**config.mk**
```make
export PLATFORM = sky130hd
export DESIGN_NAME = simd_cmp_seq
export DESIGN_NICKNAME = d
export VERILOG_FILES = /design/src/rtl/simd_cmp_seq.sv
export SDC_FILE = /design/constraint.sdc
export NUM_CORES = 1
export LEC_CHECK = 0
export CAP_MARGIN = 15
export CORE_MARGIN = 10
export CORE_UTILIZATION = 55
export DETAILED_ROUTE_END_ITERATION = 6
export GPL_ROUTABILITY_DRIVEN = 0
export PLACE_DENSITY = 0.93
export SKIP_CTS_REPAIR_TIMING = 1
export SLEW_MARGIN = 20
export SYNTH_ARGS = -nofsm -noshare
export SYNTH_HDL_FRONTEND = slang
export SYNTH_SLANG_ARGS = --single-unit
```
**constraint.sdc**
```tcl
create_clock -name CLK -period 8.07 [get_ports CLK]
set_clock_uncertainty 0.05 [all_clocks]
set_input_delay 1.2105 -clock CLK [delete_from_list [all_inputs] [get_ports CLK]]
set_output_delay 1.2105 -clock CLK [all_outputs]
set_load 0.05 [all_outputs]
```
**src/rtl/simd_cmp_seq.sv**
```systemverilog
// Four-lane signed 32-bit comparator evaluated one lane per cycle through a shared subtractor.
// START accepted at edge T gives DONE during the fifth cycle after T; START is ignored while busy.
module simd_cmp_seq (
    input  logic         CLK,
    input  logic         RESET,
    input  logic         START,
    input  logic [127:0] A,
    input  logic [127:0] B,
    input  logic [2:0]   F,
    output logic         BUSY,
    output logic         DONE,
    output logic [3:0]   MASK,
    output logic         ANY,
    output logic         ALL
);

    localparam logic [1:0] S_IDLE = 2'd0;
    localparam logic [1:0] S_RUN  = 2'd1;
    localparam logic [1:0] S_DONE = 2'd2;

    logic [1:0]   state_q, state_d;
    logic [1:0]   lane_q,  lane_d;
    logic [127:0] a_q,     a_d;
    logic [127:0] b_q,     b_d;
    logic [2:0]   f_q,     f_d;
    logic [3:0]   mask_q,  mask_d;

    logic [31:0] a_lane;
    logic [31:0] b_lane;
    logic [32:0] diff;
    logic        lane_neg;
    logic        lane_zero;
    logic        lane_res;
    logic        accept;

    // Sign-extending to 33 bits keeps the true sign even when the 32-bit difference overflows.
    assign a_lane    = a_q[{lane_q, 5'b0} +: 32];
    assign b_lane    = b_q[{lane_q, 5'b0} +: 32];
    assign diff      = {a_lane[31], a_lane} - {b_lane[31], b_lane};
    assign lane_neg  = diff[32];
    assign lane_zero = (diff[31:0] == 32'd0);
    assign lane_res  = (~lane_zero & ~lane_neg & f_q[0])
                     | (lane_neg & f_q[2])
                     | (lane_zero & f_q[1]);

    assign accept = START && ((state_q == S_IDLE) || (state_q == S_DONE));

    always_comb begin
        state_d = state_q;
        lane_d  = lane_q;
        a_d     = a_q;
        b_d     = b_q;
        f_d     = f_q;
        mask_d  = mask_q;
        case (state_q)
            S_IDLE, S_DONE: begin
                if (accept) begin
                    state_d = S_RUN;
                    lane_d  = 2'd0;
                    a_d     = A;
                    b_d     = B;
                    f_d     = F;
                    mask_d  = 4'b0000;
                end else begin
                    state_d = S_IDLE;
                end
            end
            S_RUN: begin
                mask_d[lane_q] = lane_res;
                lane_d         = lane_q + 2'd1;
                if (lane_q == 2'd3) begin
                    state_d = S_DONE;
                end
            end
            default: begin
                state_d = S_IDLE;
                lane_d  = 2'd0;
                mask_d  = 4'b0000;
            end
        endcase
    end

    always_ff @(posedge CLK) begin
        if (RESET) begin
            state_q <= S_IDLE;
            lane_q  <= 2'd0;
            a_q     <= '0;
            b_q     <= '0;
            f_q     <= '0;
            mask_q  <= 4'b0000;
        end else begin
            state_q <= state_d;
            lane_q  <= lane_d;
            a_q     <= a_d;
            b_q     <= b_d;
            f_q     <= f_d;
            mask_q  <= mask_d;
        end
    end

    assign BUSY = (state_q == S_RUN);
    assign DONE = (state_q == S_DONE);
    assign MASK = mask_q;
    assign ANY  = |mask_q;
    assign ALL  = &mask_q;

endmodule

```
# == Word-level counts from Yosys, hierarchy flattened ==
# Cells that the tools add are included.
# W data, S select, Z words.
# word_totals
reg_bits,267
latchBits,0
ramBits,0
rom_bits,0
input_bits,262
output_inout_bits,8
elab_cells,44
n_memories,0
# classes
addsub,2
n_mul,0
div_mod_pow,0
order_cmp,2
n_eq_ne,5
n_shift,2
mux,10
bitwise_logic,8
reduce_logical,9
# ops
op,count
$shiftx A128 B8 Y32,2
$sub A32 B32 Y33,1
$logic_not A32 Y1,1
$pmux W2 S2,2
$pmux W4 S2,1
$and A1 B1 Y1,4
$bwmux W4,1
$eq A2 B2 Y1 const B,2
$mux W2,2
$mux W4,1
$reduce_and A4 Y1,1
$reduce_or A4 Y1,1
$lt A2 B3 Y1 const B,1
$add A2 B1 Y2 const B,1
$demux W1 S2,1
$eq A2 B1 Y1 const B,1
$ge A2 B1 Y1 const B,1
$logic_and A1 B1 Y1,2
$logic_not A2 Y1,1
$mux W1,2
$ne A2 B1 Y1 const B,1
$ne A2 B2 Y1 const B,1
$not A1 Y1,2
$or A1 B1 Y1,2
3 further kinds,3

# == Longest topological paths before layout ==
# Gate-level depths: netlist of run 1.
# logic_depth
depth_word,10
depth_mapped,16
ltp_nobuf,13

# == Worst setup path after synthesis of run 1 ==
# No wires, ideal clock.
# synth_timing
path_type,reg-to-reg
startpoint,reg lane_q[0]
endpoint,reg mask_q[2] (netlist: MASK[2])
t_arrival_ns,5.021
path_slack_ns,2.872
stages_incl_launch_ff,16
path_buffers,3
cell_sequence,dfxtp_1 clkbuf_1 buf_1 buf_1 mux4_2 ha_1 nor2b_4 o2111ai_4 a2111oi_4 nor4_1 o311a_1 or4b_1 or4_1 or4_4 o22ai_2 a21oi_1
# synth_between
elab_chain_len,10
word_cells_on_any_way,19
cone_classes,add/sub: 1; order compare: 2; shift: 2; mux: 4; bitwise: 8; reduce/logical: 2
# synth_lines
element,line,text
start: declaration,22,"logic [1:0] lane_q, lane_d;"
start signal: assignment,93,lane_q <= lane_d;
"$shiftx A128 B8 Y32, on equally long branches","37, 38",
$sub A32 B32 Y33,39,"assign diff = {a_lane[31], a_lane} - {b_lane[31], b_lane};"
$logic_not A32 Y1,41,assign lane_zero = (diff[31:0] == 32'd0);
$not A1 Y1,42,assign lane_res = (~lane_zero & ~lane_neg & f_q[0])
$and A1 B1 Y1 (2 in series),42,
$or A1 B1 Y1,43,| (lane_neg & f_q[2])
$or A1 B1 Y1,44,| (lane_zero & f_q[1]);
$bwmux W4 (*),69,mask_d[lane_q] = lane_res;
$pmux W4 S2 (*),55,case (state_q)
end signal: assignment,97,mask_q <= mask_d;
end: declaration,26,"logic [3:0] mask_q, mask_d;"
# Mark *: on every way between the ends. The rest lies on a longest branch, timed or not.
# A chain may end at the register's enable or synchronous reset.

# == Worst setup path after layout of run 1 ==
# Same ends and word-level chain as after synthesis.

==> impl_metrics.env, run 1 <==
export IMPL_worstPathArrival_ns=6.01
export IMPL_numClockSinks=267
export IMPL_regArea_mm2=0.00535
export IMPL_grt_pass1_wl_um=65300
export IMPL_row_count=56
export IMPL_hold_path_class="reg -> reg"
export IMPL_layout_drive_gt1_share=0.0719
export IMPL_cp_buffers_inverters=1
export IMPL_grt_pass1_vias=12500
export IMPL_cpPeakStageDelay_ns=0.97
export IMPL_vdd_drop_max_v=0.000154
export IMPL_yosysMostFrequentCell="nand2_1"
export IMPL_tightest_slew_ns=1.06
export IMPL_p_total_mw=3.53
export IMPL_yosysSeqAreaShare=0.414
export IMPL_clockBufferDepth=3
export IMPL_insertion_delay_ns=0.55
export IMPL_synthesis_nets=1885
export IMPL_first_pass_iters=7
export IMPL_synth_avg_cell_area_um2=8.14
export IMPL_die_h_um=173
export IMPL_clkTransAtPathRegs_ns=0.06
export IMPL_dieArea_mm2=0.0300
export IMPL_end_kind="register"
export IMPL_status="finished with violations"
export IMPL_yosys_warnings=0
export IMPL_cp_max_fo=49
export IMPL_dp_slack_ns=2.50
export IMPL_track_usage=0.265
export IMPL_htreeDepth=1
export IMPL_hold_viol_final=0
export IMPL_slew_headroom=0.294
export IMPL_violations="DRC"
export IMPL_synth_area_top_cells="dfxtp_1, nand2_1, a21oi_1"
export IMPL_fin_setup_tns_ns=0
export IMPL_setup_viol=0
export IMPL_grt_max_degree=176
export IMPL_ys_async_sr_fraction=0
export IMPL_drt_total_wl_um=41700
export IMPL_cp_cell_sequence="buf_4, mux4_2, ha_1, nand4_1, a2111oi_4, nor4_1, o311a_1, or4b_1, or4_1, or4_4, o22ai_2, a21oi_1"
export IMPL_grt_setup_unrepaired="false"
export IMPL_multi_input_area_mm2=0.00699
export IMPL_p_leak_nw=6.22
export IMPL_synth_edf_count=0
export IMPL_die_w_um=173
export IMPL_io_pins=270
export IMPL_wl_per_cell_um=19.7
export IMPL_crit_family="simple AND/OR/NAND/NOR gates"
export IMPL_synth_distinct_cells=65
export IMPL_slew_violations=0
export IMPL_synth_area_mm2=0.0129
export IMPL_worstSetupPathType="reg -> reg"
export IMPL_powerDensity_mw_per_mm2=213
export IMPL_max_freq_ghz=0.178
export IMPL_maxCapViolations=0
export IMPL_cts_tree="done"
export IMPL_syn2layout_area_growth_pct=28.1
export IMPL_slowest_stage="dfxtp_4"
export IMPL_antenna_found_initial=5
export IMPL_netlist_top_cell_by_area="dfxtp_1"
export IMPL_avgViaCountPerCell=5.87
export IMPL_worst_endpoint_required_ns=8.45
export IMPL_nNetsFinal=2075
export IMPL_drc_errors=58
export IMPL_cts_root_buffer="clkbuf_16"
export IMPL_setup_ws_ns=2.44
export IMPL_cts_buffers=27
export IMPL_fin_crit_sh=0.697
export IMPL_port_buffers=269
export IMPL_dp_hpwl_um=29600
export IMPL_synthesis_instances=1587
export IMPL_drtAntennaViolNets=0
export IMPL_coreArea_mm2=0.0233
export IMPL_dpl_cell_area_mm2=0.0157
export IMPL_synth_seq_cells=267
export IMPL_yosys_top_cells_count="nand2_1, a21oi_1, dfxtp_1, clkbuf_1, mux4_2"
export IMPL_num_vias=12400
export IMPL_drtIter0Drc=1708
export IMPL_nFillCells=1660
export IMPL_synth_top_area_frac=0.414
export IMPL_start_kind="register"
export IMPL_fin_crit_ns=5.63
export IMPL_synthFlopType="dfxtp_1"
export IMPL_grt_ovfl_total=0
export IMPL_final_area_mm2=0.0165
export IMPL_start_util=0.555
power by group:
| part | internal [mW] | switching (mW) |
|---|---|---|
| logic | 0.378 | 0.458 |
| clock network | 0.713 | 0.524 |
| registers | 1.40 | 0.0562 |
| total | 2.49 | 1.04 |
stage by stage:
step,hold WS (ns),util,std cells
after floorplan,0.382,-,1587
after global placement,0.389,0.673,2067
after detailed placement,0.394,0.673,2067
after CTS,0.405,0.711,2114
after global routing,0.425,0.711,2119
final,0.403,0.711,2120
worst paths after layout:
kind	start	endpoint	slack [ns]	cells after the start
worst max-delay path	lane_q[0]	MASK[2]	2.44	12
worst min register to register	b_q[75]	b_q[75]	0.40	2
worst min-delay path	b_q[75]	b_q[75]	0.40	2
worst max register to register	lane_q[0]	MASK[2]	2.44	12
metal layers:
metal	wire length, um	track usage	vias to the layer above	part of all wire
li1	-	-	5821	-
met3	3580	0.0658	169	0.086
met1	15300	0.302	5832	0.37
met5	0	0	-	0
met4	2400	0.138	0	0.057
met2	20400	0.451	617	0.49
layout by cell type (no fill, tap or decap), types with 3 or more instances in the layout:
cell type,n
nor2b_1,3
and3b_1,5
or3_1,8
inv_1,46
a21oi_1,293
o221ai_1,3
o31ai_1,6
dfxtp_1,265
clkdlybuf4s50_1,268
clkbuf_1,8
nand3_1,8
diode_2,6
nor3_1,7
xor2_1,7
mux4_2,64
a22oi_1,3
o21ai_0,16
a211o_1,5
o211ai_1,4
a21o_1,10
clkbuf_16,27
ha_1,36
nand4_1,10
nand2_1,546
nand2b_1,10
o22ai_2,4
mux2i_1,4
o21a_1,6
xnor2_1,6
buf_4,5
a211oi_1,7
and2_1,3
nor2_1,29
a31oi_1,4
nor3b_1,5
clkinv_2,3
o22ai_1,6
clkbuf_8,8
kinds of logic after synthesis:
kind of cell,synth area share
flip-flops,0.414
adder cells (fa/ha/maj),0.0349
AO/OA/AOI/OAI,0.174
AND/OR/NAND/NOR,0.207
buffers and inverters,0.0467
multiplexers,0.116
XOR/XNOR,0.00881
tightest hold or removal path, cell delays in order, from the launching register on:
cell and delay (ns):
dfxtp_1 0.31, nand2_1 0.05, a21oi_1 0.05
area by class of cell:
class                      count  area share
multi-input combinational   1160       0.422
antenna                        6    0.000907
inverter                      46      0.0104
tap                          319      0.0241
sequential                   267       0.324
clock inverter                 5     0.00393
timing repair buffer         275       0.166
clock buffer                  42      0.0485
registers in the layout (all words and copies together) (netlist names):
signal / flops
a_q: 128
lane_q: 2
b_q: 128
f_q: 3
MASK: 4
state_q: 2
Power figures use the tool's default switching activity.
==> run 2: changes to the inputs <==
CORE_UTILIZATION = 47   (was 55)
PLACE_DENSITY = 0.85   (was 0.93)
clock period = 4.78 ns   (was 8.07 ns; I/O delays follow)
==> run 2 against run 1 <==
Against the previous run:
- the flow still finishes with violations (DRC)
- sequential power is 69% higher
- non-clock buffer count is 14 higher
- cell count is 1.6% higher
- clock-buffer cell count is 3 lower
- critical path depth is 1 higher
- combinational power is 76% higher
- fmax is 22% higher
- die area is 15% higher
- largest power group unchanged
==> impl_metrics.env, run 2 (synthesis results as in run 1) <==
export IMPL_status="finished with violations"
export IMPL_violations="DRC"
export IMPL_nNetsFinal=2089
export IMPL_cpPeakStageDelay_ns=0.56
export IMPL_port_buffers=269
export IMPL_cts_root_buffer="clkbuf_16"
export IMPL_fin_crit_sh=0.967
export IMPL_grt_pass1_wl_um=64300
export IMPL_row_count=60
export IMPL_use_met1=0.260
export IMPL_met2_usage=0.415
export IMPL_fin_crit_ns=4.62
export IMPL_drtIter0Drc=1470
export IMPL_grt_max_degree=227
export IMPL_htreeDepth=1
export IMPL_crit_end="MASK[1]"
export IMPL_worstReg2RegStart="lane_q[0]"
export IMPL_clkTransAtPathRegs_ns=0.06
export IMPL_cp_buffers_inverters=1
export IMPL_cts_buffers=27
export IMPL_hold_viol_final=0
export IMPL_min_from="a_q[61]"
export IMPL_layout_drive_gt1_share=0.0873
export IMPL_r2r_end="MASK[1]"
export IMPL_first_pass_iters=7
export IMPL_io_pins=270
export IMPL_cp_max_fo=5
export IMPL_syn2layout_area_growth_pct=30.0
export IMPL_path_depth=13
export IMPL_cts_tree="done"
export IMPL_slowest_stage="or4_4"
export IMPL_start_util=0.478
export IMPL_p_leak_nw=6.31
export IMPL_antenna_found_initial=2
export IMPL_setup_viol=0
export IMPL_track_usage=0.233
export IMPL_slew_violations=0
export IMPL_tightest_slew_ns=1.24
export IMPL_r2r_slack_ns=0.16
export IMPL_slew_headroom=0.172
export IMPL_max_freq_ghz=0.216
export IMPL_nFillCells=2169
export IMPL_insertion_delay_ns=0.54
export IMPL_end_kind="register"
export IMPL_worstSetupPathType="reg -> reg"
export IMPL_crit_family="simple AND/OR/NAND/NOR gates"
export IMPL_drt_total_wl_um=42500
export IMPL_startpoint="lane_q[0]"
export IMPL_dp_hpwl_um=31500
export IMPL_whs_ns=0.404
export IMPL_grt_setup_unrepaired="false"
export IMPL_dieArea_mm2=0.0345
export IMPL_grt_ovfl_total=0
export IMPL_die_w_um=186
export IMPL_grt_busiest_layer="met2"
export IMPL_avgViaCountPerCell=5.76
export IMPL_wl_per_cell_um=19.8
export IMPL_final_common_cell="nand2_1"
export IMPL_die_h_um=186
export IMPL_fin_setup_tns_ns=0
export IMPL_use_met3=0.0626
export IMPL_powerDensity_mw_per_mm2=353
export IMPL_grt_pass1_vias=12300
export IMPL_worst_endpoint_required_ns=5.13
export IMPL_drtAntennaViolNets=0
export IMPL_coreArea_mm2=0.0270
export IMPL_worstPathArrival_ns=4.97
export IMPL_num_vias=12400
export IMPL_final_cell_mix="nand2_1, a21oi_1, clkdlybuf4s50_1, dfxtp_1, mux4_2"
export IMPL_ff2ff_path_depth=13
export IMPL_maxCapViolations=0
export IMPL_start_kind="register"
export IMPL_vdd_drop_max_v=0.000302
export IMPL_p_total_mw=5.92
export IMPL_cp_cell_sequence="buf_4, mux4_2, ha_1, nor2b_4, o2111ai_4, a2111oi_4, nor4_1, o311a_1, or4b_1, or4_1, or4_4, o22ai_2, a21oi_1"
export IMPL_drc_errors=15
export IMPL_numClockSinks=267
export IMPL_clockBufferDepth=3
export IMPL_hold_path_class="reg -> reg"
==> run 2: changes by cell type in the layout (fill, tap and decap cells not counted), sizes merged <==
cell / delta
inv: -1
buf: +13
clkbuf: -2
bufinv: -1
diode: -4
clkinv: +6
==> run 2: final cells by class <==
type                            instances  area (um2)  share of cell area
Multi-Input combinational cell       1160        7030               0.419
Sequential cell                       267        5350               0.319
Timing Repair Buffer                  289        2980               0.178
Clock buffer                           39         781              0.0465
Tap cell                              341         427              0.0254
Inverter                               46         173              0.0103
Clock inverter                          9        45.0             0.00268
Antenna cell                            2        5.00            0.000298
==> run 2: per-stage QoR <==
step           utilization  cell area [um2]  cells  setup slack (ns)
2_1_floorplan            -            12900   1587            0.0144
3_3_place_gp         0.587            15900   2100             0.189
3_5_place_dp         0.587            15900   2100             0.149
4_1_cts              0.618            16700   2148             0.127
5_1_grt              0.621            16800   2152            0.0256
6_report             0.622            16800   2153             0.157
==> run 2: power by group <==
part	leakage, nW	switching [mW]	internal [mW]	total (mW)
Combinational	3.70	0.800	0.671	1.47
Sequential	2.19	0.0880	2.36	2.45
Clock	0.418	0.876	1.13	2.00
Total	6.31	1.76	4.16	5.92
==> run 2: worst register-to-register path, cell delays in order (launching register included) <==
cell and delay (ns):
dfxtp_4 0.41, buf_4 0.18, mux4_2 0.50, ha_1 0.32, nor2b_4 0.21, o2111ai_4 0.17, a2111oi_4 0.48, nor4_1 0.08
o311a_1 0.30, or4b_1 0.49, or4_1 0.54, or4_4 0.56, o22ai_2 0.11, a21oi_1 0.07
==> run 2: worst min path at each step <==
stage,to,slack [ns],cells after the start
CTS,b_q[87],0.40,2
global route,b_q[94],0.42,2
floorplan,f_q[0],0.38,2
finish,a_q[61],0.40,2
detailed placement,a_q[62],0.40,2
global placement,b_q[119],0.39,2
==> run 2: metal layers <==
| metal | wire (um) | up-vias |
|---|---|---|
| met5 | 0 | - |
| met4 | 1530 | 0 |
| met3 | 3720 | 121 |
| met2 | 21600 | 577 |
| met1 | 15700 | 5856 |
| li1 | - | 5840 |
